--- src/rtl/fetch_unit_pkg.sv ---
// Shared types and constants for the instruction fetch unit.
package fetch_unit_pkg;

    localparam logic [31:0] NOP_INSTR        = 32'h0000_0013;
    localparam logic [31:0] DEFAULT_RESET_PC = 32'h0000_0000;

    typedef enum logic [1:0] {
        FETCH = 2'd0,
        WAIT  = 2'd1,
        DROP  = 2'd2
    } fetch_state_t;

    typedef struct packed {
        logic [31:0] pc;
        logic [31:0] instr;
    } fetch_entry_t;

endpackage

--- src/rtl/fetch_unit_if.sv ---
// Instruction-memory request/response bus between the fetch unit and memory.
interface fetch_unit_if;

    logic        imem_req_o;
    logic [31:0] imem_addr_o;
    logic        imem_ready_i;
    logic        imem_rvalid_i;
    logic [31:0] imem_rdata_i;

    modport master (
        output imem_req_o,
        output imem_addr_o,
        input  imem_ready_i,
        input  imem_rvalid_i,
        input  imem_rdata_i
    );

    modport slave (
        input  imem_req_o,
        input  imem_addr_o,
        output imem_ready_i,
        output imem_rvalid_i,
        output imem_rdata_i
    );

endinterface

--- src/rtl/fetch_unit_fifo.sv ---
// Two-entry {pc, instr} buffer between instruction memory and decode.
module fetch_fifo
    import fetch_unit_pkg::*;
(
    input  logic         clk,
    input  logic         reset_i,
    input  logic         push,
    input  logic         pop,
    input  logic         clear,
    input  fetch_entry_t din,
    output fetch_entry_t head,
    output logic         full,
    output logic         empty
);

    fetch_entry_t mem [2];
    logic         wr_ptr;
    logic         rd_ptr;
    logic [1:0]   count;

    always_ff @(posedge clk) begin
        if (reset_i || clear) begin
            wr_ptr <= 1'b0;
            rd_ptr <= 1'b0;
            count  <= 2'd0;
        end else begin
            if (push) wr_ptr <= ~wr_ptr;
            if (pop)  rd_ptr <= ~rd_ptr;
            case ({push, pop})
                2'b10:   count <= count + 2'd1;
                2'b01:   count <= count - 2'd1;
                default: count <= count;
            endcase
        end
    end

    // Push while full is only legal alongside a pop; it reuses the slot being popped.
    always_ff @(posedge clk) begin
        if (push) mem[wr_ptr] <= din;
    end

    assign head  = mem[rd_ptr];
    assign full  = (count == 2'd2);
    assign empty = (count == 2'd0);

endmodule

--- src/rtl/fetch_unit.sv ---
// Instruction fetch unit: one outstanding imem request, 2-deep output buffer, redirect squash.
//   state | meaning
//   FETCH | may issue a request at pc_q
//   WAIT  | one request outstanding, response will be buffered
//   DROP  | one request outstanding, response will be discarded
module fetch_unit
    import fetch_unit_pkg::*;
#(
    parameter logic [31:0] RESET_PC = DEFAULT_RESET_PC
) (
    input  logic         clk,
    input  logic         reset_i,
    input  logic         stall_i,
    input  logic         redirect_i,
    input  logic [31:0]  redirect_pc_i,
    fetch_unit_if.master imem,
    output logic [31:0]  instr_o,
    output logic [31:0]  pc_o,
    output logic [31:0]  pc_plus4_o,
    output logic         valid_o
);

    fetch_state_t state_q;
    fetch_state_t state_d;
    logic [31:0]  pc_q;
    logic [31:0]  req_pc_q;
    logic         req;
    logic         accept;
    logic         push;
    logic         pop;
    logic         clear;
    logic         fifo_full;
    logic         fifo_empty;
    fetch_entry_t head;
    fetch_entry_t din;

    assign accept = req && imem.imem_ready_i;

    always_ff @(posedge clk) begin
        if (reset_i) state_q <= FETCH;
        else         state_q <= state_d;
    end

    always_comb begin
        state_d = state_q;
        case (state_q)
            FETCH: if (accept) state_d = redirect_i ? DROP : WAIT;
            WAIT: begin
                if (imem.imem_rvalid_i) state_d = FETCH;
                else if (redirect_i)    state_d = DROP;
            end
            DROP: if (imem.imem_rvalid_i) state_d = FETCH;
            default: state_d = FETCH;
        endcase
    end

    always_comb begin
        req   = (state_q == FETCH) && !reset_i && !fifo_full;
        push  = (state_q == WAIT) && imem.imem_rvalid_i && !redirect_i;
        clear = redirect_i;
        pop   = valid_o && !stall_i && !redirect_i;
    end

    always_ff @(posedge clk) begin
        if (reset_i) begin
            pc_q     <= RESET_PC;
            req_pc_q <= '0;
        end else begin
            if (redirect_i)  pc_q <= {redirect_pc_i[31:2], 2'b00};
            else if (accept) pc_q <= pc_q + 32'd4;
            if (accept) req_pc_q <= pc_q;
        end
    end

    assign din = '{pc: req_pc_q, instr: imem.imem_rdata_i};

    fetch_fifo u_fifo (
        .clk     (clk),
        .reset_i (reset_i),
        .push    (push),
        .pop     (pop),
        .clear   (clear),
        .din     (din),
        .head    (head),
        .full    (fifo_full),
        .empty   (fifo_empty)
    );

    assign imem.imem_req_o  = req;
    assign imem.imem_addr_o = pc_q;

    assign valid_o    = !fifo_empty && !reset_i;
    assign instr_o    = valid_o ? head.instr : NOP_INSTR;
    assign pc_o       = valid_o ? head.pc : 32'd0;
    assign pc_plus4_o = pc_o + 32'd4;

endmodule

--- src/flat_wrapper.sv ---
// flat-port wrapper written by rule: the top's interface ports become plain ports
module fetch_unit_flat import fetch_unit_pkg::*;
#(
    parameter logic [31:0] RESET_PC = DEFAULT_RESET_PC
)
  (clk, reset_i, stall_i, redirect_i, redirect_pc_i, instr_o, pc_o, pc_plus4_o, valid_o, imem_imem_req_o, imem_imem_addr_o, imem_imem_ready_i, imem_imem_rvalid_i, imem_imem_rdata_i);
  fetch_unit_if imem_i ();
  input  logic clk;
  input  logic reset_i;
  input  logic stall_i;
  input  logic redirect_i;
  input  logic [31:0] redirect_pc_i;
  output logic [31:0] instr_o;
  output logic [31:0] pc_o;
  output logic [31:0] pc_plus4_o;
  output logic valid_o;
  output wire logic [$bits(imem_i.imem_req_o)-1:0] imem_imem_req_o;
  output wire logic [$bits(imem_i.imem_addr_o)-1:0] imem_imem_addr_o;
  input wire logic [$bits(imem_i.imem_ready_i)-1:0] imem_imem_ready_i;
  input wire logic [$bits(imem_i.imem_rvalid_i)-1:0] imem_imem_rvalid_i;
  input wire logic [$bits(imem_i.imem_rdata_i)-1:0] imem_imem_rdata_i;
  assign imem_imem_req_o = imem_i.imem_req_o;
  assign imem_imem_addr_o = imem_i.imem_addr_o;
  assign imem_i.imem_ready_i = imem_imem_ready_i;
  assign imem_i.imem_rvalid_i = imem_imem_rvalid_i;
  assign imem_i.imem_rdata_i = imem_imem_rdata_i;
  fetch_unit #(.RESET_PC(RESET_PC)) u_core (.clk(clk), .reset_i(reset_i), .stall_i(stall_i), .redirect_i(redirect_i), .redirect_pc_i(redirect_pc_i), .imem(imem_i), .instr_o(instr_o), .pc_o(pc_o), .pc_plus4_o(pc_plus4_o), .valid_o(valid_o));
endmodule
--- config.mk ---
export PLATFORM = sky130hd
export DESIGN_NAME = fetch_unit_flat
export DESIGN_NICKNAME = d
export VERILOG_FILES = /design/src/rtl/fetch_unit_pkg.sv /design/src/rtl/fetch_unit_if.sv /design/src/rtl/fetch_unit_fifo.sv /design/src/rtl/fetch_unit.sv /design/src/flat_wrapper.sv
export SDC_FILE = /design/constraint.sdc
export NUM_CORES = 1
export LEC_CHECK = 0
export BUFFER_PORTS_ARGS = -buffer_cell sky130_fd_sc_hd__buf_2
export CAP_MARGIN = 20
export CORE_MARGIN = 2
export CORE_UTILIZATION = 38
export CTS_BUF_LIST = sky130_fd_sc_hd__clkbuf_4 sky130_fd_sc_hd__clkbuf_8 sky130_fd_sc_hd__clkbuf_16
export DETAILED_ROUTE_END_ITERATION = 10
export GPL_TIMING_DRIVEN = 1
export SLEW_MARGIN = 5
export SYNTH_ARGS = -nofsm -noshare
export SYNTH_HDL_FRONTEND = slang
export SYNTH_SLANG_ARGS = --single-unit
export TNS_END_PERCENT = 20
--- constraint.sdc ---
create_clock -name clk -period 4.76 [get_ports clk]
set_clock_uncertainty 0.1 [all_clocks]
set_input_delay 0.714 -clock clk [delete_from_list [all_inputs] [get_ports clk]]
set_output_delay 0.714 -clock clk [all_outputs]
set_load 0.01 [all_outputs]
# Word level (Yosys, flattened, before mapping)
# Memory sizes are Yosys's and may differ from the RTL's. A register that Yosys moved wholly into a read port is not among the register bits.
# Index checks and enable logic that the tools add are counted.
[totals]
inputBits = 70
out_inout_bits = 130
word_cells = 57
mem_bits_rw = 128
n_memories = 1
ff_bits = 70
[op_classes]
muxes = 15
n_eq_ne = 8
add_sub_neg = 4
n_reduce_logical = 20
bitwise = 2
[mem_list]
columns = ["memory", "words", "width", "read_ports", "rd_clocked_by_memory_dff", "wr", "line_no", "text"]
rows = [
  ["u_core.u_fifo.mem", 2, 64, 1, 1, 1, "fetch_unit_fifo.sv:16", "fetch_entry_t mem [2];"],
]
[op_table]
columns = ["operator", "count"]
rows = [
  ["2-to-1 mux 32 bit", 4],
  ["adder 32 x 3 -> 32 bit, second input constant", 2],
  ["2-to-1 mux 2 bit", 5],
  ["logical AND 1 bit", 8],
  ["== test 2 bit, second input constant", 3],
  ["one-hot mux 2 bit (3 select lines)", 1],
  ["zero test 1 bit", 5],
  ["== test 2 x 1 -> 1 bit, second input constant", 2],
  ["zero test 2 bit", 2],
  ["2-to-1 mux 1 bit", 4],
  ["one-hot mux 2 bit (2 select lines)", 1],
  ["nonzero test 2 bit", 2],
  ["!= test 3 bit, second input constant", 1],
  ["AND reduction 3 bit", 1],
  ["adder 2 x 1 -> 2 bit, second input constant", 1],
  ["!= test 2 x 1 -> 1 bit, second input constant", 1],
  ["!= test 2 bit, second input constant", 1],
  ["inverter 1 bit", 2],
  ["OR reduction 2 bit", 1],
  ["subtractor 2 x 1 -> 2 bit, second input constant", 1],
  ["logical OR 1 bit", 1],
]

# Longest topological paths before layout
[depth]
ltp_word = 7
ltp_mapped = 13
ltp_nobuf = 9

# Hierarchy
# From an unflattened synthesis, not the netlist that was laid out.
[hier_totals]
cells_unflattened = 778
hier_area_um2 = 8978.6
[modules_own_cells]
columns = ["module", "cells_per_inst", "instances", "area_per_inst_um2", "seq_area_each_um2"]
rows = [
  ["fetch_fifo", 221, 1, 4812.1, 3943.8],
  ["fetch_unit", 557, 1, 4166.5, 1241.2],
]

# Worst setup path after synthesis
# No wires, ideal clock.
[synth_path]
path_type = "input to register"
start = "in imem_imem_rvalid_i"
end = "mem u_core.u_fifo.mem[0][0] (netlist bit) (enable)"
n_path_buf = 0
arrival_ps = 3847
stages = 3
setup_time_ps = 482
required_ps = 4178
setup_slack_ps = 330
path_cell_list = "nor4bb_1 inv_1 nor2_1"
[synth_via]
elab_chain_cells = 4
[synth_rtl]
columns = ["element", "line_no", "text"]
rows = [
  ["start, declared", "flat_wrapper.sv:20", "input wire logic [$bits(imem_i.imem_rvalid_i)-1:0] imem_imem_rvalid_i;"],
  ["logical AND 1 bit (2 in series)", "fetch_unit.sv:59", "push = (state_q == WAIT) && imem.imem_rvalid_i && !redirect_i;"],
  ["2-to-1 mux 1 bit", "fetch_unit_fifo.sv:39", "if (push) mem[wr_ptr] <= din;"],
  ["2-to-1 mux 1 bit (implied by the code)", "fetch_unit_fifo.sv:39", ""],
  ["end, declared", "fetch_unit_fifo.sv:16", ""],
]
# Every way passes these cells.

==> flow_summary.toml <==
[timing]
setup_tns_ns = 0
fmax_mhz = 237
layout_setup_ws_ns = 0.538
finalMaxSlewViolations = 0
rsz0062_at_grt = "false"
setup_viol = 0
timing.slew.headroom = 0.421
min_period_ns = 4.22
fin_crit_sh = 0.887
tightest_slew_ns = 0.868
hold_violations = 0

[min_path]
hold_depth = 0
hold_start = "u_core.req_pc_q[23]$_SDFFE_PP0P_"
whs_endpoint = "u_core.u_fifo.mem[1][55]$_DFFE_PP_"
hold_class = "reg -> reg"

[pwr]
p_leak_uw = 0.00408
power_density_mw_per_mm2 = 326
ir_drop_v = 0.000204

[cts]
cts.sinks = 191
post-cts-setup-buffers = 0
tritoncts = "built"
ctsHoldBuffers = 0
htreeDepth = 4
clock_latency_ns = 0.43
path_clk_slew_ns = 0.07
cts_max_path_buffers = 2
cts_resized = 0
cts_buffers = 17
cts-root-buf = "clkbuf_16"

[routing]
post_drt_wl_per_cell_um = 16.3
first_pass_iters = 4
drt_iter0_markers = 331
viasPerCell = 5.00
wl_mm = 19.9
remaining_drc_errors = 0
dr_total_vias = 6085
detail-route-antenna-nets = 0

[place]
place.gp.congestion = 0.784
place.detailed.hpwl_mm = 13.8
port_buffers = 191
postPlaceCellArea_mm2 = 0.00979
dp_cells = 1186
dp_slack_ns = 0.694

[critical_path]
critical-path-slowest-cell = "dfxtp_4"
reg2reg_from = "u_core.state_q[0]$_SDFFE_PP0P_"
arrival_ns = 3.41
worstPathCellList = "buf_4, nand3_1, a2111oi_4, nand4_2, nor4_2, xor2_1, buf_2"
critPathMaxStageDelay_ns = 0.57
crit_type = "reg -> out"
crit_required_ns = 3.95
crit_fanout = 36
r2r-end = "u_core.u_fifo.mem[1][11]$_DFFE_PP_"
start_kind = "flip-flop"
end_kind = "output pin"
r2r_cells = 3
reg2reg_setup_slack_ns = 2.35

[die]
placementRows = 55
die_area_mm2 = 0.0238
die_w_um = 154
ios = 200
initial_core_util = 0.383
core-area_mm2 = 0.0224
die_h_um = 154

[global_routing]
grt_pass1_vias = 5856
grt_use_total = 0.167
grt_max_degree = 70
grt_pass1_wl_mm = 31.5
grt_overflow = 0
antenna_found_initial = 0

[logic_synthesis]
netlist_instances = 739
async_reset_ff_frac = 0
synth_area_per_cell_um2 = 11.6
synth_area_mm2 = 0.00859
seq_area_frac_synth = 0.589
ys_warn_count = 0
synth.distinct_cells = 54
synth_edf_count = 124
ys_ff_latch = 191
synth_ff_type = "edfxtp_1"

[final_layout]
nFillCells = 2132
syn2layout_area_growth_pct = 20.6
stdcell_area_mm2 = 0.0104
diodes = 0
final_nets = 993
drive_gt1_frac = 0.281
final_cells = 1218

[outcome]
status = "finished, final reports clean"

[job]
cap_viol_max_count = 0
==> per-layer routing <==
layer	track usage	part of all wire
met5	0	0
met4	0.0547	0.012
met3	0.0364	0.066
met2	0.237	0.41
met1	0.254	0.51
==> cell usage in the layout (no fill, tap or decap), drive strengths merged, types with 3 or more instances in the layout <==
master and n:
conb 6, and4 5, edfxtp 124, nand2 85, a21oi 9, a211oi 22, nand3b 35, xnor2 24
nor4 19, nor2b 4, mux2i 62, nor2 96, or3 6, and2 4, dfxtp 67, nand3 19
clkinv 7, xor2 29, clkbuf 17, ha 3, inv 16, nand4 13, a311oi 6, o21ai 9
buf 202, nor3 13, and3 6
==> worst max-delay path, delay by kind of cell, from the launching register on <==
kind / cells / cell delay [ns]
buffers and inverters: 2 / 0.68
flip-flops: 1 / 0.57
AO/OA/AOI/OAI: 1 / 0.48
AND/OR/NAND/NOR: 3 / 1.04
XOR/XNOR: 1 / 0.16
==> cell type report <==
class / count / area, um^2 / area share
Clock buffer: 17 / 425 / 0.0410
Clock inverter: 15 / 150 / 0.0145
Inverter: 10 / 37.5 / 0.00362
Sequential cell: 191 / 5070 / 0.489
Tap cell: 285 / 357 / 0.0344
Multi-Input combinational cell: 498 / 3290 / 0.317
Timing Repair Buffer: 202 / 1040 / 0.100
==> synth_stat cells, types with 19 or more instances <==
| cell | instances | share of area |
|---|---|---|
| dfxtp_1 | 67 | 0.16 |
| mux2i_1 | 62 | 0.072 |
| nand3b_1 | 35 | 0.031 |
| xnor2_1 | 24 | 0.024 |
| edfxtp_1 | 124 | 0.43 |
| clkbuf_1 | 23 | 0.010 |
| a211oi_1 | 21 | 0.018 |
| nand2_1 | 85 | 0.037 |
| nor2_1 | 95 | 0.041 |
| xor2_1 | 29 | 0.030 |
| nand3_1 | 19 | 0.011 |
==> power by group <==
group / internal (uW) / switching [uW] / total (uW)
registers: 1790 / 41.7 / 1840
clock network: 698 / 686 / 1380
logic: 68.6 / 87.5 / 156
==> registers in the layout, indices dropped and copies added (netlist names), named ones only <==
name                     count
u_core.u_fifo.wr_ptr         1
u_core.u_fifo.count          2
u_core.state_q               2
u_core.req_pc_q             30
u_core.imem.imem_addr_o     30
u_core.u_fifo.rd_ptr         1
u_core.u_fifo.mem          124
==> cell families after synthesis <==
logic type,count (synthesis),synth area share
AOI/OAI and AO/OA,55,0.0499
xor gates and xnor gates,53,0.0540
adders and majority gates,3,0.00437
buffers and inverters,55,0.0317
DFF,191,0.589
muxes,64,0.0748
other,1,0.000436
and+or+nand+nor,317,0.195
==> worst max path at each step <==
stage | start | end | slack [ns] | cells after the start
after floorplan | imem_imem_rvalid_i | u_core.u_fifo.mem[0][0]$_DFFE_PP_ | 0.33 | 3
after global placement | reset_i | pc_plus4_o[30] | 0.77 | 11
after detailed placement | reset_i | pc_plus4_o[30] | 0.69 | 11
after CTS | flip-flop | pc_plus4_o[31] | 0.47 | 7
after global routing | flip-flop | pc_plus4_o[30] | 0.24 | 10
final | flip-flop | pc_plus4_o[31] | 0.54 | 7
==> stage by stage <==
stage | hold slack, ns | utilization | power (uW)
after CTS | 0.339 | 0.462 | 3410
final | 0.361 | 0.462 | 3380
after global placement | 0.335 | 0.436 | 2030
after global routing | 0.344 | 0.462 | 3500
after detailed placement | 0.343 | 0.436 | 2030
after floorplan | 0.325 | - | 1950
No activity file was read; power rests on OpenSTA's default activity.
